`src/rtl/ha_array_reducer.sv`:
```
// Serial reducer for the four half-adder partial-product rows of the approximate 8x8 multiplier.
// Captures one row set, adds one weighted row per clock, then holds the 16-bit product until accepted.
module ha_array_reducer #(
    parameter int unsigned ROWS  = 4,
    parameter int unsigned ACC_W = 16
) (
    input  logic             clk,
    input  logic             rst,
    input  logic             in_valid,
    output logic             in_ready,
    input  logic [6:0]       ha_array_0_b,
    input  logic [6:0]       ha_array_1_b,
    input  logic [6:0]       ha_array_2_b,
    input  logic [6:0]       ha_array_3_b,
    input  logic [8:0]       ha_array_0_t,
    input  logic [8:0]       ha_array_1_t,
    input  logic [8:0]       ha_array_2_t,
    input  logic [8:0]       ha_array_3_t,
    output logic             out_valid,
    input  logic             out_ready,
    output logic [ACC_W-1:0] product,
    output logic             busy
);

    localparam int unsigned T_W   = 9;
    localparam int unsigned B_W   = 7;
    localparam int unsigned IDX_W = (ROWS > 1) ? $clog2(ROWS) : 1;

    typedef enum logic [1:0] {
        S_IDLE = 2'd0,
        S_ACC  = 2'd1,
        S_DONE = 2'd2
    } state_t;

    state_t             r_state;
    state_t             w_state_nxt;
    logic [T_W-1:0]     r_t [ROWS];
    logic [B_W-1:0]     r_b [ROWS];
    logic [T_W-1:0]     w_in_t [ROWS];
    logic [B_W-1:0]     w_in_b [ROWS];
    logic [IDX_W-1:0]   r_idx;
    logic [ACC_W-1:0]   r_acc;
    logic [ACC_W-1:0]   r_product;
    logic [ACC_W-1:0]   w_row;
    logic [ACC_W-1:0]   w_sum;
    logic               w_last;
    logic               w_capture;

    assign w_in_t[0] = ha_array_0_t;
    assign w_in_t[1] = ha_array_1_t;
    assign w_in_t[2] = ha_array_2_t;
    assign w_in_t[3] = ha_array_3_t;
    assign w_in_b[0] = ha_array_0_b;
    assign w_in_b[1] = ha_array_1_b;
    assign w_in_b[2] = ha_array_2_b;
    assign w_in_b[3] = ha_array_3_b;

    // Carry vector sits two bits above the sum vector; row k is further weighted by 4^k.
    assign w_row     = (ACC_W'(r_t[r_idx]) + (ACC_W'(r_b[r_idx]) << 2)) << {r_idx, 1'b0};
    assign w_sum     = r_acc + w_row;
    assign w_last    = (r_idx == IDX_W'(ROWS - 1));
    assign w_capture = (r_state == S_IDLE) && in_valid;

    always_ff @(posedge clk or posedge rst) begin
        if (rst) begin
            r_state <= S_IDLE;
        end else begin
            r_state <= w_state_nxt;
        end
    end

    always_comb begin
        w_state_nxt = r_state;
        case (r_state)
            S_IDLE: if (in_valid)  w_state_nxt = S_ACC;
            S_ACC:  if (w_last)    w_state_nxt = S_DONE;
            S_DONE: if (out_ready) w_state_nxt = S_IDLE;
            default:               w_state_nxt = S_IDLE;
        endcase
    end

    // Row capture, serial accumulation and product hold register.
    always_ff @(posedge clk or posedge rst) begin
        if (rst) begin
            for (int k = 0; k < int'(ROWS); k++) begin
                r_t[k] <= '0;
                r_b[k] <= '0;
            end
            r_idx     <= '0;
            r_acc     <= '0;
            r_product <= '0;
        end else if (w_capture) begin
            for (int k = 0; k < int'(ROWS); k++) begin
                r_t[k] <= w_in_t[k];
                r_b[k] <= w_in_b[k];
            end
            r_idx <= '0;
            r_acc <= '0;
        end else if (r_state == S_ACC) begin
            r_acc <= w_sum;
            r_idx <= r_idx + IDX_W'(1);
            if (w_last) begin
                r_product <= w_sum;
            end
        end
    end

    assign in_ready  = (r_state == S_IDLE);
    assign out_valid = (r_state == S_DONE);
    assign busy      = (r_state != S_IDLE);
    assign product   = r_product;

endmodule

```
`config.mk`:
```
export PLATFORM = sky130hd
export DESIGN_NAME = ha_array_reducer
export DESIGN_NICKNAME = d
export VERILOG_FILES = /design/src/rtl/ha_array_reducer.sv
export SDC_FILE = /design/constraint.sdc
export NUM_CORES = 1
export LEC_CHECK = 0
export BUFFER_PORTS_ARGS = -buffer_cell sky130_fd_sc_hd__buf_2
export CORE_AREA = 2 2 109 154
export CTS_CLUSTER_SIZE = 12
export DETAILED_ROUTE_END_ITERATION = 7
export DIE_AREA = 0 0 111 156
export PLACE_DENSITY = 0.59
export SETUP_SLACK_MARGIN = 0.5
export SLEW_MARGIN = 20
export SYNTH_ARGS = -nofsm -noshare
export SYNTH_HDL_FRONTEND = slang
export SYNTH_SLANG_ARGS = --single-unit
```
`constraint.sdc`:
```
create_clock -name clk -period 6.6 [get_ports clk]
set_clock_uncertainty 0.2 [all_clocks]
set_input_delay 1.32 -clock clk [delete_from_list [all_inputs] [get_ports clk]]
set_output_delay 1.32 -clock clk [all_outputs]
set_load 0.1 [all_outputs]
```
==> flow_summary.ini, run 1 <==
[critical_path]
capture_instance_of_the_worst_register_to_register_path = product[15]$_DFFE_PP0P_
endpoint_type_of_the_worst_setup_path = register
critical_path_peak_fanout = 17
cp.arrival_ns = 5.28
r2r_start = r_idx[0]$_DFFE_PP0P_
regToRegSetupSlack_ns = 1.37
setup.worst_path.class = register to register
crit_required_ns = 6.65
startpoint_type = register
rr_worst_depth = 16

[min_path]
beginning_of_the_worst_hold_path = product[7]$_DFFE_PP0P_
hold_path.class = register to register
hold_depth = 2
min_to = product[7]$_DFFE_PP0P_

[synth]
synth.top_cells.by_count = dfrtp_1, mux2_2, nand2_1
netlist_instances = 485
synth_enable_flop_cells = 0
avgSynthCellArea_sq_um = 11.3
synth_largest_area_cell = dfrtp_1
synth_seq_area_share_pct = 45.6
synth-seq-cells = 100
post_synth_main_area_contributors = dfrtp_1, mux2_2, mux4_2, ha_1, nand2_1
async_flop_share_pct = 100
yosys_warnings = 0
synth_top_cell_area_share_pct = 45.6
most_frequent_cell_after_synthesis = dfrtp_1
syn-num-nets = 578
synth.distinct_cells = 49
synth_flop_cell = dfrtp_1
syn_area_sq_um = 5490

[clock_network]
worst_setup_hold_path_clk_slew_ns = 0.07
cts-root-buf = clkbuf_16
cts_tree = yes
post-cts-setup-buffers = 0
ctsHtreeMaxLevel = 3
post_cts.resized_instances = 0
clock_sink_count = 100
cts_hold_repair.buffers = 0
clock_latency_ns = 0.35
cts_buffers = 9
clock_path_buffers = 2

[detailed_routing]
routedWlPerCell_um = 16.2
drt_first_iter_violations = 164
route.vias.total = 3958
finalWirelength_mm = 12.3
viasPerCell = 5.19
route.detailed.drc = 0
antenna_left = 0
dr.pass1.iters = 6

[timing]
final-hold-violation-count = 0
rsz_0062_raised_after_global_routing = no
worst_slew_margin_rel_pct = 34.1
clock.fmax_mhz = 191
finalSetupTns_ns = 0
pins_over_their_slew_limit = 0
tightestPinTransition_ns = 0.989
period_needed_ns = 5.23
fin_crit_sh_pct = 79.2
setup_viol = 0

[global_route]
grt_first_pass_wirelength_mm = 20.9
grt_antenna_before_repair = 0
globalRouteTotalUtil_pct = 14.9
largest_net_degree_at_the_start_of_global_routing = 80
first_global_vias = 4258
global_route.overflow_total = 0

[place]
final_weighted_congestion_in_routability_driven_placement = 0.881
port_buffers = 86
detailed_place_hpwl_mm = 9.20

[floorplan]
start_util_pct = 34.5
io_pins = 87
die_width_um = 111
die_height_um = 156
die_outline_area_sq_um = 17300
rows = 55
core_footprint_sq_um = 15900

[job]
max_cap_violations = 0

[final_layout]
syn_to_final_growth_pct = 16.4
drive_gt1_share_pct = 34.6
finish.net_count = 652
ff_latch_area_sq_um = 2500
multi_input_area_sq_um = 2830
fillerInstances = 1532
final_core_utilization_pct = 40.2
diodes = 0

[outcome]
run_status = completed
==> registers in the layout, indices dropped and copies added, names as in the netlist <==
signal	cells
r_idx	2
r_state	2
r_acc	16
product	16
r_b	28
r_t	36
==> logic make-up (layout without fill, tap and decap cells) <==
| logic type | count (synthesis) | after routing | synth area share, % |
|---|---|---|---|
| flip-flops | 100 | 100 | 45.6 |
| buffers and inverters | 40 | 119 | 3.03 |
| multiplexers | 86 | 86 | 20.3 |
| adder cells (fa/ha/maj) | 25 | 25 | 5.97 |
| AO/OA/AOI/OAI | 106 | 106 | 13.2 |
| XOR/XNOR | 12 | 12 | 2.17 |
| AND/OR/NAND/NOR | 116 | 116 | 9.76 |
==> critical path, stage by stage, from the launching register on <==
cell and delay, ns:
dfrtp_2 0.69, mux4_2 0.57, ha_1 0.25, fa_1 0.42, a21o_1 0.19, a21oi_1 0.23
o21bai_1 0.11, mux2i_1 0.27, o21bai_1 0.12, a21boi_0 0.21, ha_1 0.36, a21oi_1 0.26
o21ai_0 0.19, a2111oi_2 0.42, nor2_1 0.12, xnor3_1 0.33, o21ai_0 0.17
==> layout by cell type (no fill, tap or decap), types with 6 or more instances in the layout <==
cell type | synthesis | final
buf_2 | 13 | 86
mux2i_1 | 8 | 8
o21ai_0 | 26 | 26
ha_1 | 23 | 23
mux2_2 | 64 | 64
o211ai_1 | 6 | 6
a211oi_1 | 7 | 7
a21o_1 | 6 | 6
o22ai_1 | 11 | 11
mux4_2 | 14 | 14
nand2_1 | 58 | 57
dfrtp_1 | 100 | 99
nand3_1 | 7 | 7
nand2b_1 | 8 | 8
xnor2_1 | 6 | 6
inv_1 | 12 | 11
clkbuf_16 | 0 | 9
and2_1 | 7 | 6
a21oi_1 | 16 | 16
o21a_1 | 6 | 6
nor2_1 | 15 | 15
==> worst max path at each step <==
stage | cells past startpoint | to | slack, ns | startpoint
2_1_floorplan | 19 | product[15]$_DFFE_PP0P_ | 1.82 | r_idx[1]$_DFFE_PP0P_
3_3_place_gp | 16 | product[15]$_DFFE_PP0P_ | 1.51 | r_idx[0]$_DFFE_PP0P_
3_5_place_dp | 16 | product[15]$_DFFE_PP0P_ | 1.34 | r_idx[0]$_DFFE_PP0P_
4_1_cts | 16 | product[15]$_DFFE_PP0P_ | 1.29 | r_idx[0]$_DFFE_PP0P_
5_1_grt | 16 | product[15]$_DFFE_PP0P_ | 0.95 | r_idx[0]$_DFFE_PP0P_
6_report | 16 | product[15]$_DFFE_PP0P_ | 1.37 | r_idx[0]$_DFFE_PP0P_
==> metal layers <==
| metal | share of wire [%] | track usage [%] |
|---|---|---|
| met2 | 53 | 27.8 |
| met5 | 0 | 0 |
| met4 | 2.8 | 6.19 |
| met3 | 2.8 | 2.02 |
| met1 | 41 | 17.1 |
==> cell type report <==
class / count / area share (%)
clock buffers: 10 / 3.74
clock inverters: 6 / 0.901
inverters: 12 / 0.744
multi-input cells: 345 / 44.2
flip-flops and latches: 100 / 39.2
well taps: 199 / 3.90
repair buffers: 91 / 7.32
==> stage by stage <==
| step | cells | area [sq um] | hold WS, ns | worst slack, ns |
|---|---|---|---|---|
| 2_1_floorplan | 485 | 5490 | 0.260 | 1.82 |
| 3_3_place_gp | 747 | 6090 | 0.261 | 1.51 |
| 3_5_place_dp | 747 | 6090 | 0.264 | 1.34 |
| 4_1_cts | 763 | 6390 | 0.282 | 1.29 |
| 5_1_grt | 763 | 6390 | 0.308 | 0.952 |
| 6_report | 763 | 6390 | 0.276 | 1.37 |
Power of run 1 is not shown: default switching activity piles up to over one toggle a cycle in this logic, so the estimate is an artifact.
==> run 2, diff against run 1 <==
Clock period 6.6 ns to 5.18 ns, I/O delays scaled along.
==> run 2 against run 1 <==
Compared with the run above:
- via count rose by 1.7%
- worst setup slack worse by 0.73 ns
- die area is the same
- core utilization grew 0.97 points
- critical path type unchanged
- critical endpoint is now r_acc[14]$_DFFE_PP0P_
- highest routed layer unchanged
==> flow_summary.ini, run 2 (synthesized netlist as in run 1, its figures left out) <==
[floorplan]
die_height_um = 156
start_util_pct = 34.5
rows = 55
core_footprint_sq_um = 15900
io_pins = 87
die_width_um = 111
die_outline_area_sq_um = 17300

[clock_network]
cts_tree = yes
cts-root-buf = clkbuf_16
clock_sink_count = 100
worst_setup_hold_path_clk_slew_ns = 0.07
ctsHtreeMaxLevel = 3
cts_hold_repair.buffers = 0
clock_latency_ns = 0.35
cts_buffers = 9
clock_path_buffers = 2

[detailed_routing]
routedWlPerCell_um = 16.1
route.vias.total = 4027
drt_first_iter_violations = 182
finalWirelength_mm = 12.4
dr.pass1.iters = 4
viasPerCell = 5.22
route.detailed.drc = 0
antenna_left = 0

[final_layout]
finish.net_count = 661
largest_reg_flops = 36
most-common-layout-cells = dfrtp_1, buf_2, mux2_2, nand2_1, o21ai_0
biggestRegsByFlops = r_t x36, r_b x28
drive_gt1_share_pct = 38.9
ff_latch_area_sq_um = 2500
syn_to_final_growth_pct = 19.2
fillerInstances = 1505
diodes = 0
registers.top_by_ff_count = r_t
mostFrequentLayoutCell = dfrtp_1
multi_input_area_sq_um = 2920

[global_route]
first_global_vias = 4165
grt_antenna_before_repair = 0
globalRouteTotalUtil_pct = 14.6
global_route.overflow_total = 0
largest_net_degree_at_the_start_of_global_routing = 74
grt_first_pass_wirelength_mm = 20.6

[critical_path]
rr_worst_depth = 15
r2r_start = r_idx[0]$_DFFE_PP0P_
endpoint_type_of_the_worst_setup_path = register
cp.arrival_ns = 4.56
startpoint_type = register
regToRegSetupSlack_ns = 0.65
capture_instance_of_the_worst_register_to_register_path = r_acc[14]$_DFFE_PP0P_
crit_required_ns = 5.21
setup.worst_path.class = register to register
critical_path_peak_fanout = 6

[timing]
rsz_0062_raised_after_global_routing = yes
period_needed_ns = 4.53
finalSetupTns_ns = 0
setup_viol = 0
final-hold-violation-count = 0
worst_slew_margin_rel_pct = 40.1
pins_over_their_slew_limit = 0
clock.fmax_mhz = 221
fin_crit_sh_pct = 87.5
tightestPinTransition_ns = 0.898

[min_path]
hold_depth = 2
min_to = product[5]$_DFFE_PP0P_
beginning_of_the_worst_hold_path = product[5]$_DFFE_PP0P_
hold_path.class = register to register

[place]
detailed_place_hpwl_mm = 9.25
port_buffers = 86
final_weighted_congestion_in_routability_driven_placement = 0.823

[outcome]
run_status = completed

[job]
max_cap_violations = 0
==> run 2: cell type report <==
cell class                      instances  share of cell area (%)
Multi-Input combinational cell        345                    44.6
Sequential cell                       100                    38.3
Timing Repair Buffer                  100                    8.30
Tap cell                              199                    3.80
Clock buffer                           10                    3.50
Clock inverter                          6                   0.841
Inverter                               12                   0.727
==> run 2: critical path, stage by stage, from the launching register on <==
cell      delay [ns]
dfrtp_2         0.44
mux4_2          0.53
ha_2            0.23
fa_1            0.42
a21o_1          0.21
a21oi_2         0.17
o21bai_1        0.11
mux2i_2         0.19
o31ai_2         0.26
mux2i_1         0.15
ha_2            0.25
a21oi_1         0.34
o21bai_1        0.16
a21oi_2         0.27
o311ai_0        0.17
or3_1           0.33
==> run 2: repair_timing <==
action,4_1_cts,5_1_grt
setup buffers,4,3
resized for setup,7,21
hold endpoints to repair,0,0
endpoints found under the setup margin,8,11
pin swaps,1,8
==> run 2: how the worst max path moves through the flow <==
stage	start	end	slack, ns	cells after the start
6_report	r_idx[0]$_DFFE_PP0P_	r_acc[14]$_DFFE_PP0P_	0.65	15
5_1_grt	r_idx[0]$_DFFE_PP0P_	product[15]$_DFFE_PP0P_	0.47	15
4_1_cts	r_idx[0]$_DFFE_PP0P_	product[15]$_DFFE_PP0P_	0.52	16
3_5_place_dp	r_idx[0]$_DFFE_PP0P_	product[15]$_DFFE_PP0P_	0.22	16
3_3_place_gp	r_idx[0]$_DFFE_PP0P_	product[15]$_DFFE_PP0P_	0.27	16
2_1_floorplan	r_idx[1]$_DFFE_PP0P_	product[15]$_DFFE_PP0P_	0.54	19
==> run 2: layer usage <==
layer,vias to the layer above,share of wire [%],track usage [%]
li1,1941,-,-
met1,1961,41,16.6
met2,109,54,27.2
met3,16,3.9,2.72
met4,0,1.7,5.06
met5,-,0,0
==> run 2: stage by stage <==
step	setup WS [ns]	cells	util, %	hold WS (ns)	cell area [sq um]
floorplan	0.544	485	-	0.260	5490
global placement	0.275	749	38.4	0.265	6110
detailed placement	0.218	749	38.4	0.268	6110
CTS	0.520	769	40.5	0.285	6440
global route	0.470	772	41.2	0.307	6540
finish	0.650	772	41.2	0.276	6540
Power of run 2 is left out for the same reason.
==> run 3, diff against run 2 <==
Settings changed: CORE_AREA 2 2 109 154 to 2 2 86 122, CTS_BUF_LIST set to sky130_fd_sc_hd__clkbuf_16, DIE_AREA 0 0 111 156 to 0 0 88 124, PLACE_DENSITY 0.59 to 0.85.
==> run 3 against run 2 <==
Compared with the run above:
- core utilization rose by 26 points
- routed wire length rose by 3.6%
- sequential share of layout area fell by 0.25 points
- final area rose by 0.67%
==> flow_summary.ini, run 3 (synthesized netlist as in run 1, its figures left out) <==
[final_layout]
syn_to_final_growth_pct = 20.0
fin_area_sq_um = 6590
most-common-layout-cells = dfrtp_1, buf_2, mux2_2, nand2_1, o21ai_0
finish.net_count = 665
mostFrequentLayoutCell = dfrtp_1
registers.top_by_ff_count = r_t
diodes = 0
drive_gt1_share_pct = 40.0
post_layout_nonfiller_instances = 712
largest_reg_flops = 36
biggestRegsByFlops = r_t x36, r_b x28

[place]
dp_cells = 691
port_buffers = 86
detailed_place_hpwl_mm = 8.90
final_weighted_congestion_in_routability_driven_placement = 0.913
place_area_sq_um = 6070
detailedPlace.worstSlack_ns = 0.396

[timing]
rsz_0062_raised_after_global_routing = yes
clock.fmax_mhz = 219
finalSetupTns_ns = 0
setup_slack_ns = 0.617
final-hold-violation-count = 0
period_needed_ns = 4.56
pins_over_their_slew_limit = 0
setup_viol = 0
tightestPinTransition_ns = 0.990
fin_crit_sh_pct = 88.1
worst_slew_margin_rel_pct = 33.8

[detailed_routing]
drt_first_iter_violations = 333
viasPerCell = 5.87
dr.pass1.iters = 5
finalWirelength_mm = 12.8
antenna_left = 0
route.vias.total = 4177
route.detailed.drc = 0
routedWlPerCell_um = 18.0

[floorplan]
start_util_pct = 56.4
die_width_um = 88
rows = 43
core_footprint_sq_um = 9740
die_height_um = 124
die_outline_area_sq_um = 10900
io_pins = 87

[critical_path]
r2r_start = r_idx[0]$_DFFE_PP0P_
setup.worst_path.class = register to register
cp_depth = 17
rr_worst_depth = 17
crit_required_ns = 5.26
capture_instance_of_the_worst_register_to_register_path = r_acc[15]$_DFFE_PP0P_
startpoint_type = register
crit_slowest_cell = mux4_2
path_cells = buf_4, mux4_2, fa_2, a21o_1, a21oi_2, xnor2_2, mux2i_1, mux2i_1, ha_1, buf_4, nand2_1, a21boi_4, a2111oi_4, buf_4, or3_1, and2_4, o211ai_2
worst_setup_path_startpoint = r_idx[0]$_DFFE_PP0P_
endpoint_type_of_the_worst_setup_path = register
critPathCapture = r_acc[15]$_DFFE_PP0P_
cp_common_cell = buf_4
critical_path_peak_fanout = 6
cp_slowest_stage_delay_ns = 0.55
regToRegSetupSlack_ns = 0.62
cp.buffers_inverters = 3
cp.arrival_ns = 4.64
timing.critical_path.max_delay_family = compound AO/OA/AOI/OAI gates

[clock_network]
clock_latency_ns = 0.36
clock_sink_count = 100
worst_setup_hold_path_clk_slew_ns = 0.07
cts_buffers = 9
cts_tree = yes
cts-root-buf = clkbuf_16
clock_path_buffers = 2
cts_hold_repair.buffers = 0
ctsHtreeMaxLevel = 3

[global_route]
largest_net_degree_at_the_start_of_global_routing = 77
first_global_vias = 4405
global_route.overflow_total = 0
grt_first_pass_wirelength_mm = 20.6
gr-usage-met3_pct = 4.37
met1_usage_pct = 27.2
globalRouteTotalUtil_pct = 24.5
grt_antenna_before_repair = 0
groute.layer.met2.usage_pct = 44.2
gr-max-usage-layer = met2

[min_path]
hold_path.class = register to register

[outcome]
run_status = completed

[job]
max_cap_violations = 0
-- run 3: changes by cell type in the layout (fill, tap and decap cells not counted), sizes merged --
cell,before,now
clkbuf,10,9
clkinv,2,0
bufinv,0,2
buf,100,104
clkinvlp,0,1
-- run 3: layer usage --
metal | share of wire, % | routed length [um] | vias up
met2 | 55 | 7020 | 138
li1 | - | - | 1940
met5 | 0 | 0 | -
met1 | 38 | 4850 | 2063
met3 | 3.9 | 500 | 36
met4 | 3.6 | 464 | 0
-- run 3: per-stage QoR --
step | utilization [%] | hold WS (ns)
final | 67.6 | 0.275
after global placement | 62.3 | 0.259
after global routing | 67.6 | 0.311
after detailed placement | 62.3 | 0.267
after floorplan | - | 0.260
after CTS | 66.1 | 0.283
-- run 3: layout make-up --
| cell class | count | area, sq um |
|---|---|---|
| fillers | 686 | 3150 |
| repair buffers | 104 | 573 |
| clock inverters | 7 | 105 |
| well taps | 135 | 169 |
| clock buffers | 9 | 225 |
| multi-input cells | 345 | 2960 |
| flip-flops and latches | 100 | 2500 |
| inverters | 12 | 47.5 |
-- run 3: worst min path at each step --
| stage | endpoint | depth (start not counted) | slack, ns | start |
|---|---|---|---|---|
| 3_5_place_dp | product[9]$_DFFE_PP0P_ | 2 | 0.27 | product[9]$_DFFE_PP0P_ |
| 6_report | product[9]$_DFFE_PP0P_ | 2 | 0.27 | product[9]$_DFFE_PP0P_ |
| 4_1_cts | product[6]$_DFFE_PP0P_ | 2 | 0.28 | product[6]$_DFFE_PP0P_ |
| 3_3_place_gp | product[2]$_DFFE_PP0P_ | 2 | 0.26 | product[2]$_DFFE_PP0P_ |
| 2_1_floorplan | r_state[0]$_DFFE_PP0P_ | 1 | 0.26 | r_state[1]$_DFFE_PP0P_ |
| 5_1_grt | product[6]$_DFFE_PP0P_ | 2 | 0.31 | product[6]$_DFFE_PP0P_ |
-- run 3: worst min-delay path: cells and delay by family, from the launching register on --
kind / cells / cell delay (ns)
AOI/OAI and AO/OA: 1 / 0.06
and+or+nand+nor: 1 / 0.04
DFF: 1 / 0.34
-- run 3: timing repair --
item | CTS | global route
endpoints found under the setup margin | 5 | 14
pin swaps | 1 | 9
buffers inserted | 3 | 2
gates resized for setup | 3 | 32
Power of run 3 is left out for the same reason.
